--- config.mk ---
export PLATFORM = sky130hd
export DESIGN_NAME = raster_scanner
export DESIGN_NICKNAME = d
export VERILOG_FILES = /design/src/rtl/raster_pkg.sv /design/src/rtl/raster_counter.sv /design/src/rtl/raster_scanner.sv
export SDC_FILE = /design/constraint.sdc
export NUM_CORES = 1
export LEC_CHECK = 0
export CORE_MARGIN = 1.5
export CORE_UTILIZATION = 30
export CTS_CLUSTER_SIZE = 14
export DETAILED_ROUTE_END_ITERATION = 8
export SLEW_MARGIN = 15
export SYNTH_ARGS = -nofsm -noshare
export SYNTH_HDL_FRONTEND = slang
export SYNTH_SLANG_ARGS = --single-unit
export TNS_END_PERCENT = 100
--- constraint.sdc ---
create_clock -name Clk -period 4.5 [get_ports Clk]
set_clock_uncertainty 0.2 [all_clocks]
set_input_delay 0.675 -clock Clk [delete_from_list [all_inputs] [get_ports Clk]]
set_output_delay 0.675 -clock Clk [all_outputs]
set_load 0.005 [all_outputs]
--- src/rtl/raster_pkg.sv ---
// Shared constants and FSM state encoding for the raster scanner.
package raster_pkg;

   localparam int DEF_DATA_WIDTH = 16;
   localparam int DEF_ADDR_WIDTH = 32;

   localparam logic [2:0] ST_IDLE      = 3'd0;
   localparam logic [2:0] ST_ISSUE     = 3'd1;
   localparam logic [2:0] ST_WAIT_LOW  = 3'd2;
   localparam logic [2:0] ST_WAIT_HIGH = 3'd3;
   localparam logic [2:0] ST_EMIT      = 3'd4;
   localparam logic [2:0] ST_ADVANCE   = 3'd5;
   localparam logic [2:0] ST_FINISH    = 3'd6;

   typedef enum logic [2:0] {
      IDLE      = ST_IDLE,
      ISSUE     = ST_ISSUE,
      WAIT_LOW  = ST_WAIT_LOW,
      WAIT_HIGH = ST_WAIT_HIGH,
      EMIT      = ST_EMIT,
      ADVANCE   = ST_ADVANCE,
      FINISH    = ST_FINISH
   } state_t;

endpackage

--- src/rtl/raster_counter.sv ---
// Column/row counter pair for the raster walk, with end-of-row/end-of-window flags.
// RASTER_SERPENTINE_EN mirrors the column index on odd rows (boustrophedon order).
module raster_counter
   import raster_pkg::*;
#(
   parameter int DW = DEF_DATA_WIDTH
) (
   input  logic          gclk,
   input  logic          grst_n,
   input  logic          clr,
   input  logic          adv,
   input  logic [DW-1:0] size_w,
   input  logic [DW-1:0] size_h,
   output logic [DW-1:0] cx,
   output logic [DW-1:0] cy,
   output logic [DW-1:0] map_x,
   output logic          last_col,
   output logic          last_pt
);

   localparam logic [DW-1:0] ONE = DW'(1);

   always_ff @(posedge gclk) begin
      if (!grst_n) begin
         cx <= '0;
         cy <= '0;
      end else if (clr) begin
         cx <= '0;
         cy <= '0;
      end else if (adv) begin
         if (last_col) begin
            cx <= '0;
            cy <= cy + ONE;
         end else begin
            cx <= cx + ONE;
         end
      end
   end

   assign last_col = (cx == size_w - ONE);
   assign last_pt  = last_col && (cy == size_h - ONE);

`ifdef RASTER_SERPENTINE_EN
   assign map_x = cy[0] ? (size_w - ONE - cx) : cx;
`else
   assign map_x = cx;
`endif

endmodule

--- src/rtl/raster_scanner.sv ---
// Raster-order window walker feeding the linear-address unit and forwarding its result.
// Optional serpentine order via RASTER_SERPENTINE_EN (see raster_counter).
module raster_scanner
   import raster_pkg::*;
#(
   parameter int DATA_WIDTH = DEF_DATA_WIDTH,
   parameter int ADDR_WIDTH = DEF_ADDR_WIDTH
) (
   input  logic                  Clk,
   input  logic                  ResetN,
   input  logic                  Go,
   input  logic [DATA_WIDTH-1:0] OriginX,
   input  logic [DATA_WIDTH-1:0] OriginY,
   input  logic [DATA_WIDTH-1:0] SizeW,
   input  logic [DATA_WIDTH-1:0] SizeH,
   output logic                  Busy,
   output logic                  Done,
   output logic [DATA_WIDTH-1:0] LuaX,
   output logic [DATA_WIDTH-1:0] LuaY,
   output logic                  LuaStart,
   input  logic                  LuaReady,
   input  logic [ADDR_WIDTH-1:0] LuaAddress,
   output logic [ADDR_WIDTH-1:0] AddrOut,
   output logic                  AddrValid,
   input  logic                  AddrAck
);

   state_t                state, nstate;
   logic [DATA_WIDTH-1:0] org_x, org_y, sz_w, sz_h;
   logic [DATA_WIDTH-1:0] cx, cy, map_x;
   logic [ADDR_WIDTH-1:0] addr_q;
   logic                  clr, adv, last_col, last_pt;

   raster_counter #(.DW(DATA_WIDTH)) u_cnt (
      .gclk     (Clk),
      .grst_n   (ResetN),
      .clr      (clr),
      .adv      (adv),
      .size_w   (sz_w),
      .size_h   (sz_h),
      .cx       (cx),
      .cy       (cy),
      .map_x    (map_x),
      .last_col (last_col),
      .last_pt  (last_pt)
   );

   always_ff @(posedge Clk) begin
      if (!ResetN) begin
         state  <= IDLE;
         org_x  <= '0;
         org_y  <= '0;
         sz_w   <= '0;
         sz_h   <= '0;
         addr_q <= '0;
      end else begin
         state <= nstate;
         if (state == IDLE && Go) begin
            org_x <= OriginX;
            org_y <= OriginY;
            sz_w  <= SizeW;
            sz_h  <= SizeH;
         end
         if (state == WAIT_HIGH && LuaReady)
            addr_q <= LuaAddress;
      end
   end

   // ISSUE waits for Ready so Start can never rise against a busy address unit.
   always_comb begin
      nstate = state;
      clr    = 1'b0;
      adv    = 1'b0;
      case (state)
         IDLE: if (Go) begin
            clr    = 1'b1;
            nstate = (SizeW == '0 || SizeH == '0) ? FINISH : ISSUE;
         end
         ISSUE:     if (LuaReady)  nstate = WAIT_LOW;
         WAIT_LOW:  if (!LuaReady) nstate = WAIT_HIGH;
         WAIT_HIGH: if (LuaReady)  nstate = EMIT;
         EMIT:      if (AddrAck)   nstate = ADVANCE;
         ADVANCE: begin
            if (last_pt) begin
               nstate = FINISH;
            end else begin
               adv    = 1'b1;
               nstate = ISSUE;
            end
         end
         FINISH:  nstate = IDLE;
         default: nstate = IDLE;
      endcase
   end

   assign Busy      = (state != IDLE) && (state != FINISH);
   assign Done      = (state == FINISH);
   assign LuaStart  = (state == ISSUE && LuaReady) || (state == WAIT_LOW);
   assign AddrValid = (state == EMIT);
   assign AddrOut   = addr_q;
   assign LuaX      = org_x + map_x;
   assign LuaY      = org_y + cy;

endmodule

# After elaboration in Yosys (flattened, before gate mapping)
# Index checks and enable logic that the tools add are counted.
# W data, S select, Z words.
dict set report totals {
  latchBits 0
  mem_bits_ro 0
  n_memories 0
  out_inout_bits 68
  elab_cells 56
  mem_bits_rw 0
  input_bits 101
  reg_bits 131
}
dict set report classes {
  muxes 13
  bitwise_logic 1
  n_lt_le_gt_ge 0
  add_sub_neg 6
  shifts 0
  n_eq_ne 14
  reduce_logical 14
  div 0
  mul 0
}
# operator count
set ops {}
lappend ops {{$add A16 B1 Y16 const B} 2}
lappend ops {{$add A16 B16 Y16} 2}
lappend ops {{$eq A16 B16 Y1} 2}
lappend ops {{$logic_not A16 Y1} 2}
lappend ops {{$sub A16 B1 Y16 const B} 2}
lappend ops {{$mux W3} 7}
lappend ops {{$pmux W3 S6} 1}
lappend ops {{$mux W16} 1}
lappend ops {{$eq A3 B3 Y1 const B} 3}
lappend ops {{$ne A2 B2 Y1 const B} 4}
lappend ops {{$eq A3 B2 Y1 const B} 2}
lappend ops {{$logic_and A1 B1 Y1} 5}
lappend ops {{$reduce_and A5 Y1} 1}
lappend ops {{$mux W1} 4}
lappend ops {{$eq A3 B1 Y1 const B} 1}
lappend ops {{$logic_not A3 Y1} 1}
lappend ops {{$ne A3 B3 Y1 const B} 1}
lappend ops {{$reduce_bool A3 Y1} 1}
lappend ops {{$logic_or A1 B1 Y1} 2}
lappend ops {{$ne A2 B1 Y1 const B} 1}
lappend ops {{$reduce_and A2 Y1} 1}
lappend ops {{$reduce_or A2 Y1} 1}
lappend ops {{$not A1 Y1} 1}

# Longest topological paths before layout
dict set report logic_depth {
  ltp_word 6
  depth_mapped 12
  depth_no_buf 12
}

# Modules after synthesis
# From an unflattened synthesis, not the netlist that was laid out.
dict set report hier_totals {
  cells_unflattened 1048
  area_unflattened_um2 8276.7
}
# mod area_per_inst_um2 seq_area_each_um2 cells_per_inst n_inst
set by_module_without_submodules {}
lappend by_module_without_submodules {raster_scanner 5491.5 1981.9 689 1}
lappend by_module_without_submodules {raster_counter 2785.2 640.6 359 1}

# Worst setup path after synthesis
# OpenSTA, ideal clock, no wires.
dict set report synth_timing {
  path_type {reg-to-reg}
  startpoint {register sz_w[0]}
  endpoint {register u_cnt.cx[13]}
  synth_period_minus_slack_ns 3.550
  t_required_ns 4.229
  arrival_time_ns 3.280
  path_stages_with_launch 13
  path_buffers 1
  path_slack_ns 0.950
  setup_time_ns 0.071
  cell_sequence {dfxtp_1 -> inv_1 -> ha_1 -> or4b_4 -> nor4_4 -> or4_1 -> o2111ai_1 -> nor2_1 -> and4bb_4 -> or4_4 -> buf_6 -> or4_1 -> a21oi_1}
}
dict set report synth_between {
  elab_chain_cells 5
  word_cells_on_any_way 6
  cone_classes {1 x add/sub; 1 x eq/ne; 3 x mux; 1 x reduce/logical}
}
# element line_no
set synth_lines {}
lappend synth_lines {{start: declaration} raster_scanner.sv:29} ;# logic [DATA_WIDTH-1:0] org_x, org_y, sz_w, sz_h;
lappend synth_lines {{start signal: assignment} raster_scanner.sv:61} ;# sz_w <= SizeW;
lappend synth_lines {{$sub A16 B1 Y16 *} raster_counter.sv:40} ;# assign last_col = (cx == size_w - ONE);
lappend synth_lines {{$eq A16 B16 Y1 *} raster_counter.sv:40}
lappend synth_lines {{$logic_and A1 B1 Y1} raster_counter.sv:41} ;# assign last_pt = last_col && (cy == size_h - ONE);
lappend synth_lines {{$mux W1} raster_scanner.sv:84} ;# if (last_pt) begin
lappend synth_lines {{$mux W1} raster_scanner.sv:74} ;# case (state)
lappend synth_lines {{end signal: assignment} raster_counter.sv:35} ;# cx <= cx + ONE;
lappend synth_lines {{end: declaration} raster_counter.sv:14} ;# output logic [DW-1:0] cx,
# Every way passes the cells marked *; elsewhere a longest branch is shown, timed or not.
# A chain may end at the register's enable or synchronous reset.

# Worst setup path after layout
dict set report layout_timing {
  startpoint {register org_y[1]}
  endpoint {output LuaY[15]}
}
dict set report layout_between {
  elab_chain_cells 1
}
# element line_no
set layout_lines {}
lappend layout_lines {{start: declaration} raster_scanner.sv:29}
lappend layout_lines {{start signal: assignment} raster_scanner.sv:60} ;# org_y <= OriginY;
lappend layout_lines {{$add A16 B16 Y16} raster_scanner.sv:102} ;# assign LuaY = org_y + cy;
lappend layout_lines {{end: declaration} raster_scanner.sv:19} ;# output logic [DATA_WIDTH-1:0] LuaY,
# No other way between the ends.

==> impl_metrics.ini <==
[outcome]
status = completed

[routing]
vias = 7477
antenna_left = 0
met1_length_um = 10000
drc = 0
drtIter0Drc = 366
viasPerCell = 4.91
wire_per_inst_um = 14.5
wl_met3_um = 1210
wl_um = 22000
topRoutingLayerUsed = met4
drt_pass1_iterations = 7
route.met2.wl_um = 10500

[logic_synthesis]
yosys.area.top_type = dfxtp_1
synth_top_area_share_pct = 33.2
async_flop_share_pct = 0
yosys_register_bits = 131
yosysWarnings = 0
syn_area_per_cell_um2 = 7.70
syn_area_mm2 = 0.00790
ys_seq_area_share_pct = 33.2
synth-edff-count = 0
ys.flop_type = dfxtp_1
yosys.cell_types.count = 68
syn_inst = 1025
synthTopCellsByArea = dfxtp_1 (33%), nand2_1 (12%), a21boi_0 (9.5%)
synth_fp_nets = 1162

[global_routing]
track_usage_pct = 16.6
grt_start_max_net_pins = 65
grt_pass1_wl_um = 35900
grt_pass1_vias = 7188
grt-ovfl-total = 0
antenna_found_initial = 0

[finish]
multi_input_area_mm2 = 0.00498
seqCellArea_mm2 = 0.00263
fin_cells = 1522
utilization_pct = 40.8
design_area_mm2 = 0.0106
synthToLayoutAreaGrowth_pct = 34.0
antenna_cells = 0
drive_gt1_share_pct = 5.90
n_fill_cell = 2643
nets = 1311

[timing]
period_needed_ns = 4.27
max-slew-margin-rel_pct = 48.3
slew_violations = 0
setup_tns_ns = 0
hold_viol_final = 0
post-route-period-util_pct = 95.0
fmax_mhz = 234
setup_viol_count_final = 0
tightest_slew_ns = 0.775

[floorplan]
die_width_um = 165
die_height_um = 165
core.rowCount = 59
io_pins = 169
start_util_pct = 30.5
die_area_mm2 = 0.0273
core_mm2 = 0.0259

[critical_path]
crit_arrival_ns = 3.40
cp_max_fo = 3
r2r_cells = 11
start_kind = register
r2r-end = u_cnt.cx[15]
reg2reg_from = sz_w[0]
path_cells = ha_1, a21o_1, a21oi_2, o21ai_0, a31o_2, a41oi_2, a2111oi_0, or3_1, a21oi_2, xnor2_1, clkdlybuf4s50_1
crit_family = compound AO/OA/AOI/OAI gates
required_ns = 3.62
worst-path-buf-inv = 1
worst-setup-path-type = register to output port
slowest_stage = clkdlybuf4s50_1
critPathMaxStageDelay_ns = 0.51
cp_common_cell = a21oi_2
worstSetupEndpointType = output port
reg2reg_slack_ns = 0.50

[cts]
cts_num_sinks = 131
htree_levels = 4
cts_tree = built
clk_path_buf_depth = 2
path_clk_slew_ns = 0.06
cts_inserted_buffers = 17
cts_hold_buf = 0
cts_root_buf = clkbuf_16
clk_latency_ns = 0.43

[power_and_ir_drop]
power.density_mw_per_mm2 = 348
pwr-share-seq_pct = 35.6
p_comb_share_pct = 21.7
switching_share_pct = 28.7
p_clk_share_pct = 42.7
ir_drop_mv = 0.186
p_leak_uw = 0.00391
cellInternalPower_uw = 2630
switching_power_uw = 1060
power_uw = 3690

[hold_path]
worstHoldEndpoint = AddrOut[28]
hold_start = AddrOut[28]
whs_path_depth = 2
hp-class = register to register

[run]
cap_violations = 0

[placed_design]
port-buffer-count = 168
hpwl_um = 16200
gp_congestion = 0.827
place_inst = 1489
place_area_mm2 = 0.00988
synthesized netlist by cell type (5+ instances only):
library cell / n
a211oi_1: 8
a21boi_0: 100
a21oi_1: 29
and2_1: 10
and3_1: 7
clkbuf_1: 46
dfxtp_1: 131
ha_1: 34
inv_1: 33
mux2i_1: 5
nand2_1: 248
nand2b_1: 10
nand3_1: 30
nand4_1: 15
nor2_1: 62
nor2b_1: 12
nor3_1: 25
nor4_1: 20
o21ai_0: 23
o31ai_1: 7
or3_1: 15
or4_1: 11
xnor2_1: 43
xor2_1: 26
final cells by class:
type,instances,share of cell area (%)
repair buffers,180,16.7
multi-input cells,811,47.1
inverters,33,1.17
flip-flops and latches,131,24.8
clock inverters,13,2.07
well taps,335,3.96
clock buffers,19,4.19
power by group through the flow:
stage / Combinational [µW] / Sequential [µW] / Clock (µW)
after CTS: 808 / 1310 / 1610
after floorplan: 519 / 1300 / 0
after global placement: 797 / 1330 / 0
final: 801 / 1310 / 1570
after global routing: 899 / 1330 / 1660
after detailed placement: 802 / 1340 / 0
how the worst max path moves through the flow:
stage                           start           end  slack [ns]  cells after the start
after global routing      u_cnt.cy[1]      LuaY[15]       -0.02                     11
after detailed placement     org_y[0]      LuaY[14]        0.44                     13
after floorplan               sz_w[0]  u_cnt.cx[13]        0.95                     12
final                        org_y[1]      LuaY[15]        0.23                     11
after global placement       org_y[0]      LuaY[14]        0.48                     13
after CTS                 u_cnt.cy[2]      LuaY[15]       0.006                     10
placed cells by master, fill, tap and decap left out, drive strengths merged, types with 15 or more instances in the layout:
cell and count:
a21oi 29, nor2 62, a21boi 100, ha 34, o21ai 24, nand3 30
nand4 15, or3 15, xor2 26, clkdlybuf4s50 166, nor3 26, xnor2 43
clkbuf 19, nand2 248, inv 38, dfxtp 131, nor4 22
per-layer routing:
metal	up-vias	track usage [%]
met3	17	4.07
met1	3433	20.8
met4	0	5.16
li1	3866	-
met5	-	0
met2	161	27.9
stage by stage:
| stage | setup slack [ns] | hold WS, ns |
|---|---|---|
| floorplan | 0.950 | 0.248 |
| global placement | 0.482 | 0.251 |
| detailed placement | 0.441 | 0.257 |
| CTS | 0.00602 | 0.265 |
| global route | -0.0152 | 0.279 |
| finish | 0.226 | 0.260 |
tightest hold or removal path, stage by stage (launching register included):
cell      delay, ns
dfxtp_1        0.30
nand2_1        0.04
a21boi_0       0.06
flip-flops by register name (all words and copies together), names as in the netlist:
name      flops
org_x        16
org_y        16
sz_h         16
state         3
sz_w         16
u_cnt.cx     16
u_cnt.cy     16
AddrOut      32
repair_timing:
item,4_1_cts,5_1_grt
endpoints found under the setup margin,1,7
setup buffers,0,1
pin swaps,0,4
gates resized for setup,1,11
gates cloned,0,0
cell families (layout without fill, tap and decap cells):
group / Yosys count / after routing / synth area share (%)
simple gates: 488 / 488 / 29.3
compound gates: 213 / 213 / 19.2
flops: 131 / 131 / 33.2
buf+inv: 83 / 245 / 4.07
xor+xnor: 69 / 69 / 7.65
fa+ha+maj: 36 / 36 / 5.89
mux: 5 / 5 / 0.634
No activity file was read; power rests on OpenSTA's default activity.
